===== src/rtl/operand_entry_alu.sv =====
// operand_entry_alu: turns three switches, two op switches and two bouncy
// pushbuttons into an (A, B, op) operand set for the ALU. The user loads the
// operands one at a time and the set is handed over with a valid/ready handshake.

// ---------------------------------------------------------------------------
// btn_conditioner: two-flop synchronizer, counter debouncer and a registered
// one-cycle pulse on each debounced rising edge. The synchronized level must
// disagree with the debounced level for DEBOUNCE_CYCLES consecutive cycles
// before the debounced level follows it.
// ---------------------------------------------------------------------------
module btn_conditioner #(
  parameter int DEBOUNCE_CYCLES = 500000,
  parameter int CNT_W           = 20
) (
  input  logic clk_i,
  input  logic rst_i,
  input  logic raw_i,
  output logic press_o
);

  // Counter value at which the last disagreeing cycle is seen.
  localparam logic [CNT_W-1:0] CNT_LAST = CNT_W'(DEBOUNCE_CYCLES - 1);

  logic             sync1_q;
  logic             sync2_q;
  logic             deb_q, deb_d;
  logic             deb_prev_q;
  logic [CNT_W-1:0] cnt_q, cnt_d;
  logic             press_q;

  // Debounce decision: any agreement restarts the count; a full run of
  // disagreement lets the debounced level take the synchronized level.
  always_comb begin
    cnt_d = cnt_q;
    deb_d = deb_q;
    if (sync2_q == deb_q) begin
      cnt_d = '0;
    end else if (cnt_q == CNT_LAST) begin
      deb_d = sync2_q;
      cnt_d = '0;
    end else begin
      cnt_d = cnt_q + 1'b1;
    end
  end

  // Synchronizer, debounce state and press pulse registers.
  always_ff @(posedge clk_i) begin
    if (rst_i) begin
      sync1_q    <= 1'b0;
      sync2_q    <= 1'b0;
      deb_q      <= 1'b0;
      deb_prev_q <= 1'b0;
      cnt_q      <= '0;
      press_q    <= 1'b0;
    end else begin
      sync1_q    <= raw_i;
      sync2_q    <= sync1_q;
      deb_q      <= deb_d;
      deb_prev_q <= deb_q;
      cnt_q      <= cnt_d;
      // Only the 0->1 transition of the debounced level produces a pulse.
      press_q    <= deb_q & ~deb_prev_q;
    end
  end

  assign press_o = press_q;

endmodule

// ---------------------------------------------------------------------------
// operand_entry_alu: entry FSM A -> B -> OP -> ISSUE with clear/abort.
// ---------------------------------------------------------------------------
module operand_entry_alu #(
  parameter int DEBOUNCE_CYCLES = 500000,
  parameter int CNT_W           = 20
) (
  input  logic       CLK_50,
  input  logic       rst,
  input  logic [2:0] sw,
  input  logic [1:0] op_sw,
  input  logic       btn_next,
  input  logic       btn_clear,
  input  logic       alu_ready,
  output logic [2:0] A,
  output logic [2:0] B,
  output logic [1:0] op,
  output logic       alu_en,
  output logic [1:0] stage,
  output logic [7:0] issue_count
);

  // Stage encoding doubles as the stage output seen by the display.
  typedef enum logic [1:0] {
    S_A     = 2'd0,
    S_B     = 2'd1,
    S_OP    = 2'd2,
    S_ISSUE = 2'd3
  } state_t;

  localparam int NUM_BTN = 2;
  localparam int BTN_NEXT  = 0;
  localparam int BTN_CLEAR = 1;

  logic [NUM_BTN-1:0] btn_raw;
  logic [NUM_BTN-1:0] btn_press;
  logic               next_press;
  logic               clear_press;

  state_t     state_q, state_d;
  logic [2:0] a_q, a_d;
  logic [2:0] b_q, b_d;
  logic [1:0] op_q, op_d;
  logic       en_q, en_d;
  logic [7:0] cnt_q, cnt_d;

  assign btn_raw[BTN_NEXT]  = btn_next;
  assign btn_raw[BTN_CLEAR] = btn_clear;

  // Both buttons get identical conditioning.
  genvar gi;
  generate
    for (gi = 0; gi < NUM_BTN; gi++) begin : g_btn
      btn_conditioner #(
        .DEBOUNCE_CYCLES(DEBOUNCE_CYCLES),
        .CNT_W          (CNT_W)
      ) u_cond (
        .clk_i  (CLK_50),
        .rst_i  (rst),
        .raw_i  (btn_raw[gi]),
        .press_o(btn_press[gi])
      );
    end
  endgenerate

  assign next_press  = btn_press[BTN_NEXT];
  assign clear_press = btn_press[BTN_CLEAR];

  // Next-state and load logic; clear overrides every other event.
  always_comb begin
    state_d = state_q;
    a_d     = a_q;
    b_d     = b_q;
    op_d    = op_q;
    en_d    = en_q;
    cnt_d   = cnt_q;
    if (clear_press) begin
      state_d = S_A;
      a_d     = '0;
      b_d     = '0;
      op_d    = '0;
      en_d    = 1'b0;
    end else begin
      unique case (state_q)
        S_A: begin
          if (next_press) begin
            a_d     = sw;
            state_d = S_B;
          end
        end
        S_B: begin
          if (next_press) begin
            b_d     = sw;
            state_d = S_OP;
          end
        end
        S_OP: begin
          if (next_press) begin
            op_d    = op_sw;
            en_d    = 1'b1;
            state_d = S_ISSUE;
          end
        end
        S_ISSUE: begin
          // Operands are frozen here; further next presses are ignored.
          if (alu_ready) begin
            en_d    = 1'b0;
            cnt_d   = cnt_q + 8'd1;
            state_d = S_A;
          end
        end
        default: state_d = S_A;
      endcase
    end
  end

  // State and operand registers.
  always_ff @(posedge CLK_50) begin
    if (rst) begin
      state_q <= S_A;
      a_q     <= '0;
      b_q     <= '0;
      op_q    <= '0;
      en_q    <= 1'b0;
      cnt_q   <= '0;
    end else begin
      state_q <= state_d;
      a_q     <= a_d;
      b_q     <= b_d;
      op_q    <= op_d;
      en_q    <= en_d;
      cnt_q   <= cnt_d;
    end
  end

  assign A           = a_q;
  assign B           = b_q;
  assign op          = op_q;
  assign alu_en      = en_q;
  assign stage       = state_q;
  assign issue_count = cnt_q;

endmodule


===== config.mk =====
export PLATFORM = sky130hd
export DESIGN_NAME = operand_entry_alu
export DESIGN_NICKNAME = d
export VERILOG_FILES = /design/src/rtl/operand_entry_alu.sv
export SDC_FILE = /design/constraint.sdc
export NUM_CORES = 1
export LEC_CHECK = 0
export CAP_MARGIN = 0
export CORE_AREA = 2 2 90 92
export CTS_CLUSTER_DIAMETER = 80
export CTS_CLUSTER_SIZE = 24
export DETAILED_ROUTE_END_ITERATION = 10
export DIE_AREA = 0 0 92 94
export PLACE_DENSITY_LB_ADDON = 0.12
export SETUP_SLACK_MARGIN = 0.5
export SYNTH_ARGS = -nofsm -noshare
export SYNTH_HDL_FRONTEND = slang
export SYNTH_HIERARCHICAL = 1
export SYNTH_SLANG_ARGS = --single-unit

===== constraint.sdc =====
create_clock -name CLK_50 -period 4.5 [get_ports CLK_50]
set_clock_uncertainty 0.05 [all_clocks]
set_input_delay 0.9 -clock CLK_50 [delete_from_list [all_inputs] [get_ports CLK_50]]
set_output_delay 0.9 -clock CLK_50 [all_outputs]
set_load 0.03 [all_outputs]

# Word level (Yosys, flattened, before mapping)
# Index checks and enable logic that the tools add are counted.
[totals]
ff_bits = 69
inputBits = 10
output_inout_bits = 19
[op_classes]
add_sub_neg = 3
reduce_logical = 13
n_mux = 8
eq_ne = 11
bitwise_logic = 7
[ops]
columns = ["operator", "count"]
rows = [
  ["20-bit by 1-bit adder with 20-bit output (second input constant)", 2],
  ["20-bit by 19-bit equality test with 1-bit output (second input constant)", 2],
  ["2-bit AND reduction", 5],
  ["8-bit by 1-bit adder with 8-bit output (second input constant)", 1],
  ["2-bit two-way mux", 4],
  ["2-bit case mux with 4 select lines", 1],
  ["2-bit by 1-bit inequality test with 1-bit output (second input constant)", 3],
  ["3-bit AND reduction", 2],
  ["3-bit OR reduction", 2],
  ["1-bit inverter", 5],
  ["2-bit equality test (second input constant)", 2],
  ["4-bit AND reduction", 1],
  ["1-bit AND", 2],
  ["1-bit equality test", 2],
  ["2-bit by 1-bit equality test with 1-bit output (second input constant)", 1],
  ["2-bit logical NOT", 1],
  ["1-bit two-way mux", 2],
  ["2-bit inequality test (second input constant)", 1],
  ["1-bit case mux with 2 select lines", 1],
  ["2-bit nonzero test", 1],
  ["2-bit OR reduction", 1],
]

# Depth between registers and ports, before layout
# Gate-level depths: netlist of the first run.
[depth]
word_depth = 3
mapped_depth = 7

# Cells and area by module
# The synthesis of the first run kept the hierarchy.
[modules_own_cells]
columns = ["mod", "area_each_um2", "instances", "seq_area_each_um2", "cells_each"]
rows = [
  ["btn_conditioner", 1067.3, 2, 500.5, 113],
  ["operand_entry_alu", 889.6, 1, 380.4, 103],
]

# Worst setup path after synthesis of the first run
# Ideal clock, no wire load.
[synth_timing]
path_type = "reg-to-reg"
startpoint = "register state_q[1] (netlist: stage[1])"
endpoint = "register cnt_q[6] (netlist: issue_count[6])"
stages_incl_launch_ff = 5
period_less_slack_ps = 1791
t_arrival_ps = 1671
slack_ps = 2709
required_time_ps = 4380
path_buffers = 0
setup_ps = 70
cell_sequence = "dfxtp_1 -> ha_1 -> nand4b_2 -> or4_1 -> a21oi_1"
[synth_via]
elab_chain_len = 2
[synth_rtl]
columns = ["item", "line_no", "text"]
rows = [
  ["from (decl)", "109", "state_t state_q, state_d;"],
  ["from (signal assigned)", "196", "state_q <= state_d;"],
  ["2-bit equality test", "153", "unique case (state_q)"],
  ["3-bit AND reduction (no source line)", "-", ""],
  ["to (signal assigned)", "201", "cnt_q <= cnt_d;"],
  ["to (decl)", "114", "logic [7:0] cnt_q, cnt_d;"],
]
# No other way between the ends.
# A chain may end at the register's enable or synchronous reset.

# Final worst setup path of the first run
[layout_timing]
startpoint = "register state_q[1] (netlist: stage[1])"
endpoint = "output stage[1]"
[layout_lines]
columns = ["item", "line_no", "text"]
rows = [
  ["to (decl)", "88", "output logic [1:0] stage,"],
]
# No word-level cell between the ends.

==> results of run 1 <==
==> power by group <==
part	switching (mW)	leakage, nW	internal (mW)	total [mW]
logic	0.0108	0.578	0.0103	0.0211
registers	0.00116	0.556	0.613	0.614
clock network	0.212	0.102	0.273	0.485
==> cells by family (layout without fill, tap and decap cells) <==
group	after synthesis	in the layout	share of synthesized area
AND/OR/NAND/NOR	151	151	0.2813
flip-flops	69	69	0.4568
AO/OA/AOI/OAI	49	49	0.09640
XOR/XNOR	28	28	0.08109
buffers and inverters	18	52	0.03061
adder cells (fa/ha/maj)	9	9	0.03724
multiplexers	5	5	0.01655
==> through the flow <==
step                std cells  cell area [sq um]
floorplan                 329               3024
global placement          450               3373
detailed placement        450               3373
CTS                       465               3570
global route              465               3570
finish                    465               3570
==> layout make-up <==
cell class | instances | area (sq um) | share of cell area
tap | 102 | 127.6 | 0.03575
multi-input combinational | 242 | 1550 | 0.4343
inverter | 9 | 33.78 | 0.009464
timing repair buffer | 28 | 280.3 | 0.07851
clock buffer | 15 | 196.4 | 0.05503
sequential | 69 | 1381 | 0.3870
==> state kept, by name (all words and copies together) (netlist names) <==
register / flops
g_btn.u_cond/cnt_q: 40
issue_count: 8
A: 3
B: 3
g_btn.u_cond/deb_prev_q: 2
g_btn.u_cond/deb_q: 2
g_btn.u_cond/press_o: 2
g_btn.u_cond/sync1_q: 2
g_btn.u_cond/sync2_q: 2
op: 2
stage: 2
alu_en: 1
==> cell usage in the layout, fill, tap and decap left out <==
cell type,netlist,routed
and3_1,2,2
nor2b_1,4,4
or4_1,6,6
clkbuf_1,3,1
nand4_1,13,13
a21oi_1,26,26
nand2b_1,5,5
dfxtp_1,69,69
nand3b_1,1,1
nor4b_1,2,2
a2bb2oi_1,1,1
nor3_1,3,3
xor2_1,24,24
nor2_1,37,37
a21boi_0,1,1
clkbuf_8,0,14
inv_1,9,9
or3_2,1,1
or3_1,10,10
and2_1,2,2
nand2_1,28,28
nand3_1,20,20
or4b_4,2,2
mux2i_1,5,5
o21ai_4,2,2
clkdlybuf4s50_1,0,28
and4_1,8,8
or2_2,1,1
nand4b_2,2,2
nor4_1,2,2
o21a_1,1,1
xnor2_1,4,4
nand4_4,2,2
o21ai_0,12,12
o31ai_1,6,6
ha_1,9,9
==> layer usage <==
layer	vias up	part of all wire	routed length, um
li1	1216	-	-
met1	1075	0.50	2738
met2	41	0.45	2473
met3	9	0.034	185
met4	0	0.017	92
met5	-	0	0
==> worst max-delay path by stage <==
stage / start / endpoint / slack (ns)
CTS: stage[1] / stage[1] / 2.06
global placement: rst / g_btn[0].u_cond/cnt_q[11] / 1.91
floorplan: stage[1] / issue_count[6] / 2.71
finish: stage[1] / stage[1] / 2.08
global route: stage[1] / stage[1] / 2.02
detailed placement: rst / g_btn[0].u_cond/cnt_q[2] / 1.89
==> results.sh, run 1 <==
export IMPL_run_status="complete, no violations"
export IMPL_dieArea_sq_mm=0.008648
export IMPL_path_max_fanout=6
export IMPL_num_vias=2341
export IMPL_fillers=740
export IMPL_power_density_mw_per_mm2=313.7
export IMPL_yosys_warnings=6
export IMPL_endpoint_kind="primary output"
export IMPL_yosys_most_used_dff="dfxtp_1"
export IMPL_postSynthRegisterBits=69
export IMPL_area_growth_pct=18.04
export IMPL_worst_path_buf_inv=1
export IMPL_dpl_hpwl_um=3877
export IMPL_io_pins=29
export IMPL_r2r_slack_ns=2.59
export IMPL_ys_top_cells_by_area="dfxtp_1 46%, xor2_1 7.0%, nor2_1 4.6%, a21oi_1 4.3%, ha_1 3.7%"
export IMPL_post_cts_buffers=0
export IMPL_synth_seq_area_share=0.4568
export IMPL_yosys_area_top_type="dfxtp_1"
export IMPL_root_buffer="clkbuf_8"
export IMPL_die_h_um=94
export IMPL_firstDrtPassIters=4
export IMPL_setup_violations=0
export IMPL_synth_nets=348
export IMPL_ir_worst_vdd_mv=0.1362
export IMPL_wl_per_cell_um=11.81
export IMPL_path_cells="clkdlybuf4s50_1"
export IMPL_synth_top_area_frac=0.4568
export IMPL_io_buffers=28
export IMPL_r2r_cells=5
export IMPL_arrival_ns=1.47
export IMPL_hold_buffers=0
export IMPL_tns_ns=0
export IMPL_gp_congestion=0.7343
export IMPL_clock_latency_ns=0.33
export IMPL_whs_ns=0.3311
export IMPL_ctsResizeCount=0
export IMPL_min_to="g_btn[1].u_cond/press_o"
export IMPL_syn_area_sq_mm=0.003024
export IMPL_numCtsBuffers=9
export IMPL_post_synth_top_count_cell="dfxtp_1"
export IMPL_max_slew_worst_pin_slew_ns=0.7427
export IMPL_cp_top_family="buffers and inverters"
export IMPL_cts_htree_levels=3
export IMPL_final_nets=378
export IMPL_syn_inst=329
export IMPL_antenna_left=0
export IMPL_maxSlewHeadroom=0.5033
export IMPL_cap_viol_max_count=0
export IMPL_hold_viol_final=0
export IMPL_overflow=0
export IMPL_fin_ws_ns=2.082
export IMPL_core_area_sq_mm=0.007607
export IMPL_viasPerCell=5.034
export IMPL_worstHoldPathCells=1
export IMPL_n_antenna_cell=0
export IMPL_antenna_found_initial=0
export IMPL_avgSynthCellArea_sq_um=9.192
export IMPL_first_global_vias=2184
export IMPL_grt_pass1_wl_um=9666
export IMPL_synth_commonest_cells="69 x dfxtp_1, 37 x nor2_1, 28 x nand2_1"
export IMPL_cellLeakagePower_nw=1.236
export IMPL_fin_crit_sh=0.5374
export IMPL_cp_slowest_cell="clkdlybuf4s50_1"
export IMPL_cts_sinks=69
export IMPL_worstSetupPathType="reg -> out"
export IMPL_met1_usage=0.1795
export IMPL_clkSlewWorstSetupHoldPaths_ns=0.06
export IMPL_fin_crit_ns=2.418
export IMPL_grt_usage=0.1396
export IMPL_grt_use_met2=0.2224
export IMPL_min_from="g_btn[1].u_cond/deb_prev_q"
export IMPL_startpoint_type="register"
export IMPL_rsz0062_at_grt="false"
export IMPL_hold_path_class="reg -> reg"
export IMPL_fin_util=0.4692
export IMPL_fmax_mhz=413.5
export IMPL_dieWidth_um=92
export IMPL_synth_distinct_cells=37
export IMPL_async_reset_ff_frac=0
export IMPL_cpPeakStageDelay_ns=0.71
export IMPL_wl_um=5490
export IMPL_initial_core_util=0.3975
export IMPL_use_met3=0.02889
export IMPL_cts_buffer_depth=2
export IMPL_r2r_start="g_btn[1].u_cond/cnt_q[0]"
export IMPL_fin_total_pwr_mw=1.120
export IMPL_grt_busiest_layer="met2"
export IMPL_reg2reg_to="g_btn[1].u_cond/cnt_q[2]"
export IMPL_crit_required_ns=3.55
export IMPL_drive_above_1_share=0.06612
export IMPL_pre_cts_ws_ns=1.895
export IMPL_synth_edff_count=0
export IMPL_std_cell_rows=32
export IMPL_drc=0
export IMPL_worst_path_stages=1
export IMPL_dr_first_iter_drc_count=125
export IMPL_cts_tree="yes"
export IMPL_grt_max_degree=23
export IMPL_slew_violations=0
Power figures use the tool's default switching activity.
==> run 2, diff against run 1 <==
==> constraint.sdc (replaced) <==
create_clock -name CLK_50 -period 2.53 [get_ports CLK_50]
set_clock_uncertainty 0.05 [all_clocks]
set_input_delay 0.506 -clock CLK_50 [delete_from_list [all_inputs] [get_ports CLK_50]]
set_output_delay 0.506 -clock CLK_50 [all_outputs]
set_load 0.03 [all_outputs]
==> run 2 against run 1 <==
First-iteration DRC count shrank 14%. Via count rose by 1.5%. Die area unchanged. Combinational power grew 95%. Non-clock buffer count is 5 higher. Power rose by 82%. Final area up 1.4%. Worst setup slack got worse by 1.5 ns. Flip-flop and latch count stayed put. Sequential power increased by 78%.
==> results.sh, run 2 (synthesized netlist as in run 1, its figures left out) <==
export IMPL_num_vias=2377
export IMPL_io_pins=29
export IMPL_cts_buffer_depth=2
export IMPL_maxSlewHeadroom=0.6600
export IMPL_antenna_found_initial=0
export IMPL_core_area_sq_mm=0.007607
export IMPL_worstHoldPathCells=1
export IMPL_layout_common_cells="69 x dfxtp_1, 37 x nor2_1, 28 x nand2_1"
export IMPL_final_nets=383
export IMPL_fin_ws_ns=0.5494
export IMPL_pre_cts_ws_ns=0.4387
export IMPL_gp_congestion=0.7150
export IMPL_n_antenna_cell=0
export IMPL_ir_worst_vdd_mv=0.1879
export IMPL_worst_path_stages=1
export IMPL_max_slew_worst_pin_slew_ns=0.5081
export IMPL_path_max_fanout=5
export IMPL_ff_latch_area_sq_mm=0.001381
export IMPL_fin_crit_ns=1.981
export IMPL_dr_first_iter_drc_count=107
export IMPL_startpoint_type="register"
export IMPL_worst_path_buf_inv=1
export IMPL_hold_viol_final=0
export IMPL_fin_total_pwr_mw=2.042
export IMPL_cts_tree="yes"
export IMPL_worstSetupPathType="reg -> out"
export IMPL_initial_core_util=0.3975
export IMPL_cts_htree_levels=3
export IMPL_fin_crit_sh=0.7828
export IMPL_dpl_hpwl_um=3960
export IMPL_die_h_um=94
export IMPL_area_growth_pct=19.69
export IMPL_first_global_vias=2158
export IMPL_root_buffer="clkbuf_8"
export IMPL_path_cells="clkdlybuf4s50_1"
export IMPL_drc=0
export IMPL_cp_slowest_cell="clkdlybuf4s50_1"
export IMPL_crit_required_ns=1.97
export IMPL_hold_buffers=0
export IMPL_rsz0062_at_grt="false"
export IMPL_cellLeakagePower_nw=1.363
export IMPL_tns_ns=0
export IMPL_multi_input_area_sq_mm=0.001550
export IMPL_run_status="complete, no violations"
export IMPL_cpPeakStageDelay_ns=0.69
export IMPL_fmax_mhz=504.9
export IMPL_antenna_left=0
export IMPL_dieWidth_um=92
export IMPL_wl_um=5600
export IMPL_top_register="g_btn.u_cond/cnt_q"
export IMPL_std_cell_rows=32
export IMPL_firstDrtPassIters=4
export IMPL_clock_latency_ns=0.34
export IMPL_viasPerCell=5.068
export IMPL_setup_violations=0
export IMPL_overflow=0
export IMPL_dieArea_sq_mm=0.008648
export IMPL_cts_sinks=69
export IMPL_largest_reg_flops=40
export IMPL_final_common_cell="dfxtp_1"
export IMPL_clkSlewWorstSetupHoldPaths_ns=0.08
export IMPL_wl_per_cell_um=11.94
export IMPL_grt_max_degree=20
export IMPL_endpoint_kind="primary output"
export IMPL_arrival_ns=1.42
export IMPL_slew_violations=0
export IMPL_power_density_mw_per_mm2=564.1
export IMPL_drive_above_1_share=0.07629
export IMPL_cap_viol_max_count=0
export IMPL_io_buffers=28
export IMPL_grt_usage=0.1360
export IMPL_fillers=753
export IMPL_cp_top_family="buffers and inverters"
export IMPL_hold_path_class="reg -> reg"
export IMPL_grt_pass1_wl_um=9480
export IMPL_r2r_cells=4
export IMPL_numCtsBuffers=9
## run 2: changes by cell type in the layout (fill, tap and decap cells not counted)
cell,change
clkdlybuf4s50_1,-7
buf_4,+5
dlymetal6s2s_1,+5
clkbuf_8,-2
dlygate4sd2_1,+2
bufinv_16,+1
## run 2: layout make-up
| type | instances | share of cell area |
|---|---|---|
| Inverter | 9 | 0.009333 |
| Clock buffer | 13 | 0.04666 |
| Tap cell | 102 | 0.03526 |
| Multi-Input combinational cell | 242 | 0.4283 |
| Sequential cell | 69 | 0.3816 |
| Timing Repair Buffer | 33 | 0.09056 |
| Clock inverter | 1 | 0.008296 |
## run 2: routing by layer
layer	share of wire	wire [um]	GRT usage	vias to the layer above
li1	-	-	-	1226
met1	0.50	2780	0.1720	1103
met2	0.44	2485	0.2138	39
met3	0.036	202	0.02568	9
met4	0.023	131	0.08582	0
met5	0	0	0	-
## run 2: path summary, 6_finish.rpt
| kind | from | endpoint | slack (ns) |
|---|---|---|---|
| max | issue_count[5] | issue_count[5] | 0.55 |
| min | g_btn[1].u_cond/deb_prev_q | g_btn[1].u_cond/press_o | 0.34 |
| max reg2reg | g_btn[1].u_cond/cnt_q[15] | g_btn[1].u_cond/cnt_q[6] | 0.69 |
| min reg2reg | g_btn[1].u_cond/deb_prev_q | g_btn[1].u_cond/press_o | 0.34 |
## run 2: where the power goes
| part | internal, mW | switching, mW |
|---|---|---|
| Sequential | 1.09 | 0.00183 |
| Combinational | 0.0213 | 0.0198 |
| Clock | 0.526 | 0.383 |
## run 2: metrics by stage
step | utilization | cells | area (sq um) | hold slack [ns]
2_1_floorplan | - | 329 | 3024 | 0.3182
5_1_grt | 0.4758 | 469 | 3620 | 0.3436
3_3_place_gp | 0.4464 | 453 | 3396 | 0.3230
4_1_cts | 0.4722 | 467 | 3592 | 0.3407
3_5_place_dp | 0.4464 | 453 | 3396 | 0.3319
6_report | 0.4758 | 469 | 3620 | 0.3364
## run 2: what timing repair did
| action | in CTS | in global routing |
|---|---|---|
| pin swaps | 0 | 1 |
| resized for setup | 2 | 5 |
| endpoints found under the setup margin | 2 | 24 |
| setup buffers | 0 | 2 |
==> run 3, diff against run 2 <==
==> constraint.sdc (replaced) <==
create_clock -name CLK_50 -period 1.96 [get_ports CLK_50]
set_clock_uncertainty 0.05 [all_clocks]
set_input_delay 0.392 -clock CLK_50 [delete_from_list [all_inputs] [get_ports CLK_50]]
set_output_delay 0.392 -clock CLK_50 [all_outputs]
set_load 0.03 [all_outputs]
==> run 3 against run 2 <==
Register-to-register slack worse by 0.37 ns. Clock power grew 51%. Non-clock buffer count increased by 20. Via count is 3.7% higher. Largest power group unchanged. Critical path depth up 4. Clock-buffer cell count decreased by 2. Sequential share of layout area is 2.3 points lower.
==> results.sh, run 3 (synthesized netlist as in run 1, its figures left out) <==
export IMPL_cts_tree="yes"
export IMPL_largest_reg_flops=40
export IMPL_clock_latency_ns=0.34
export IMPL_setup_violations=0
export IMPL_io_buffers=28
export IMPL_fillers=706
export IMPL_top_register="g_btn.u_cond/cnt_q"
export IMPL_grt_max_degree=23
export IMPL_num_vias=2464
export IMPL_max_slew_worst_pin_slew_ns=0.4388
export IMPL_clkSlewWorstSetupHoldPaths_ns=0.08
export IMPL_cts_htree_levels=3
export IMPL_final_common_cell="dfxtp_1"
export IMPL_fin_area_sq_mm=0.003965
export IMPL_worstHoldPathCells=1
export IMPL_pwr_share_comb=0.022
export IMPL_r2r_start="g_btn[1].u_cond/cnt_q[15]"
export IMPL_p_clk_frac=0.483
export IMPL_drive_above_1_share=0.2931
export IMPL_dpl_cell_area_sq_mm=0.003552
export IMPL_rsz0062_at_grt="true"
export IMPL_maxSlewHeadroom=0.7071
export IMPL_seqPwrFrac=0.494
export IMPL_n_antenna_cell=0
export IMPL_tns_ns=0
export IMPL_grt_usage=0.1406
export IMPL_dieWidth_um=92
export IMPL_wl_per_cell_um=11.78
export IMPL_p_sw_mw=0.5743
export IMPL_cts_sinks=69
export IMPL_cellLeakagePower_nw=1.470
export IMPL_path_max_fanout=9
export IMPL_initial_core_util=0.3975
export IMPL_reg2reg_to="g_btn[1].u_cond/cnt_q[13]"
export IMPL_grt_pass1_wl_um=9956
export IMPL_area_growth_pct=31.11
export IMPL_min_from="g_btn[1].u_cond/deb_prev_q"
export IMPL_antenna_found_initial=0
export IMPL_hold_path_class="reg -> reg"
export IMPL_internal_power_mw=2.259
export IMPL_viasPerCell=5.018
export IMPL_drc=0
export IMPL_core_area_sq_mm=0.007607
export IMPL_cap_viol_max_count=0
export IMPL_first_global_vias=2269
export IMPL_endpoint_kind="register"
export IMPL_overflow=0
export IMPL_numCtsBuffers=9
export IMPL_ir_worst_vdd_mv=0.3581
export IMPL_layout_common_cells="47 x dfxtp_1, 35 x nor2_1, 28 x nand2_1"
export IMPL_startpoint_type="register"
export IMPL_std_cell_rows=32
export IMPL_die_h_um=94
export IMPL_slew_violations=0
export IMPL_io_pins=29
export IMPL_wl_um=5786
export IMPL_fin_crit_sh=0.8389
export IMPL_fin_crit_ns=1.644
export IMPL_run_status="complete, no violations"
export IMPL_dpl_hpwl_um=3849
export IMPL_dr_first_iter_drc_count=78
export IMPL_crit_required_ns=2.14
export IMPL_root_buffer="clkbuf_8"
export IMPL_hold_buffers=0
export IMPL_min_to="g_btn[1].u_cond/press_o"
export IMPL_power_density_mw_per_mm2=714.5
export IMPL_dieArea_sq_mm=0.008648
export IMPL_hold_viol_final=0
export IMPL_swShare=0.2027
export IMPL_gp_congestion=0.7483
export IMPL_firstDrtPassIters=4
export IMPL_arrival_ns=1.82
export IMPL_cts_buffer_depth=2
export IMPL_antenna_left=0
export IMPL_fin_ws_ns=0.3158
export IMPL_final_nets=403
export IMPL_r2r_cells=5
export IMPL_pre_cts_ws_ns=0.06949
export IMPL_worstSetupPathType="reg -> reg"
export IMPL_fmax_mhz=608.2
export IMPL_r2r_slack_ns=0.32
==> run 3: cell count changes in the layout (fill, tap and decap cells not counted), moves of 5 or more <==
cell,before,now
and4_1,8,2
and4_4,0,5
buf_2,0,11
buf_4,5,21
clkdlybuf4s15_2,0,7
clkdlybuf4s50_1,21,8
dfxtp_1,69,47
dfxtp_2,0,16
dfxtp_4,0,6
dlymetal6s2s_1,5,0
ha_1,9,3
==> run 3: repair_timing <==
item                                    CTS  global route
gates resized for setup                  87            24
pin swaps                                 3             9
gates cloned                              0             1
endpoints found under the hold margin     0             0
buffers inserted                          5            11
endpoints found under the setup margin   64            47
==> run 3: area by class of cell <==
| cell class | count | area (sq um) | share of cell area |
|---|---|---|---|
| inverter | 9 | 33.78 | 0.008520 |
| clock buffer | 11 | 162.7 | 0.04102 |
| multi-input combinational | 242 | 1664 | 0.4197 |
| sequential | 69 | 1424 | 0.3591 |
| tap | 102 | 127.6 | 0.03219 |
| clock inverter | 5 | 80.08 | 0.02020 |
| timing repair buffer | 53 | 473.0 | 0.1193 |
==> run 3: worst max-delay path, stage by stage, from the launching register on <==
cell and delay [ns]:
dfxtp_2 0.33, nand4_1 0.14, or4b_4 0.57, o21ai_4 0.20
clkbuf_16 0.19, a21oi_1 0.05
==> run 3: worst max-delay path by stage <==
stage               slack, ns  depth (start not counted)                 startpoint                   endpoint
finish                   0.32                          5  g_btn[1].u_cond/cnt_q[15]  g_btn[1].u_cond/cnt_q[13]
global route             0.28                          5  g_btn[1].u_cond/cnt_q[17]  g_btn[1].u_cond/cnt_q[13]
global placement         0.09                          4                  alu_ready             issue_count[6]
CTS                      0.34                          1             issue_count[5]             issue_count[5]
floorplan                0.37                          5  g_btn[0].u_cond/cnt_q[15]   g_btn[0].u_cond/cnt_q[2]
detailed placement       0.07                          4                  alu_ready             issue_count[6]
==> run 3: power by group through the flow <==
stage	Clock, mW	Sequential, mW	Combinational (mW)
global route	1.47	1.40	0.0688
floorplan	0	1.44	0.0232
detailed placement	0	1.44	0.0610
CTS	1.41	1.40	0.0604
global placement	0	1.44	0.0609
finish	1.37	1.40	0.0628
==> run 3: per-stage QoR <==
step | std cells | hold slack, ns | power (mW) | utilization
floorplan | 329 | 0.3182 | 1.458 | -
global placement | 458 | 0.3226 | 1.496 | 0.4669
detailed placement | 458 | 0.3262 | 1.497 | 0.4669
CTS | 479 | 0.3378 | 2.876 | 0.5008
global route | 491 | 0.3476 | 2.937 | 0.5212
finish | 491 | 0.3358 | 2.833 | 0.5212
==> run 3: routing by layer <==
metal / track usage / vias up / share of wire
met4: 0.05224 / 0 / 0.012
met1: 0.1898 / 1147 / 0.52
met5: 0 / - / 0
li1: - / 1277 / -
met2: 0.2138 / 34 / 0.43
met3: 0.04013 / 6 / 0.040
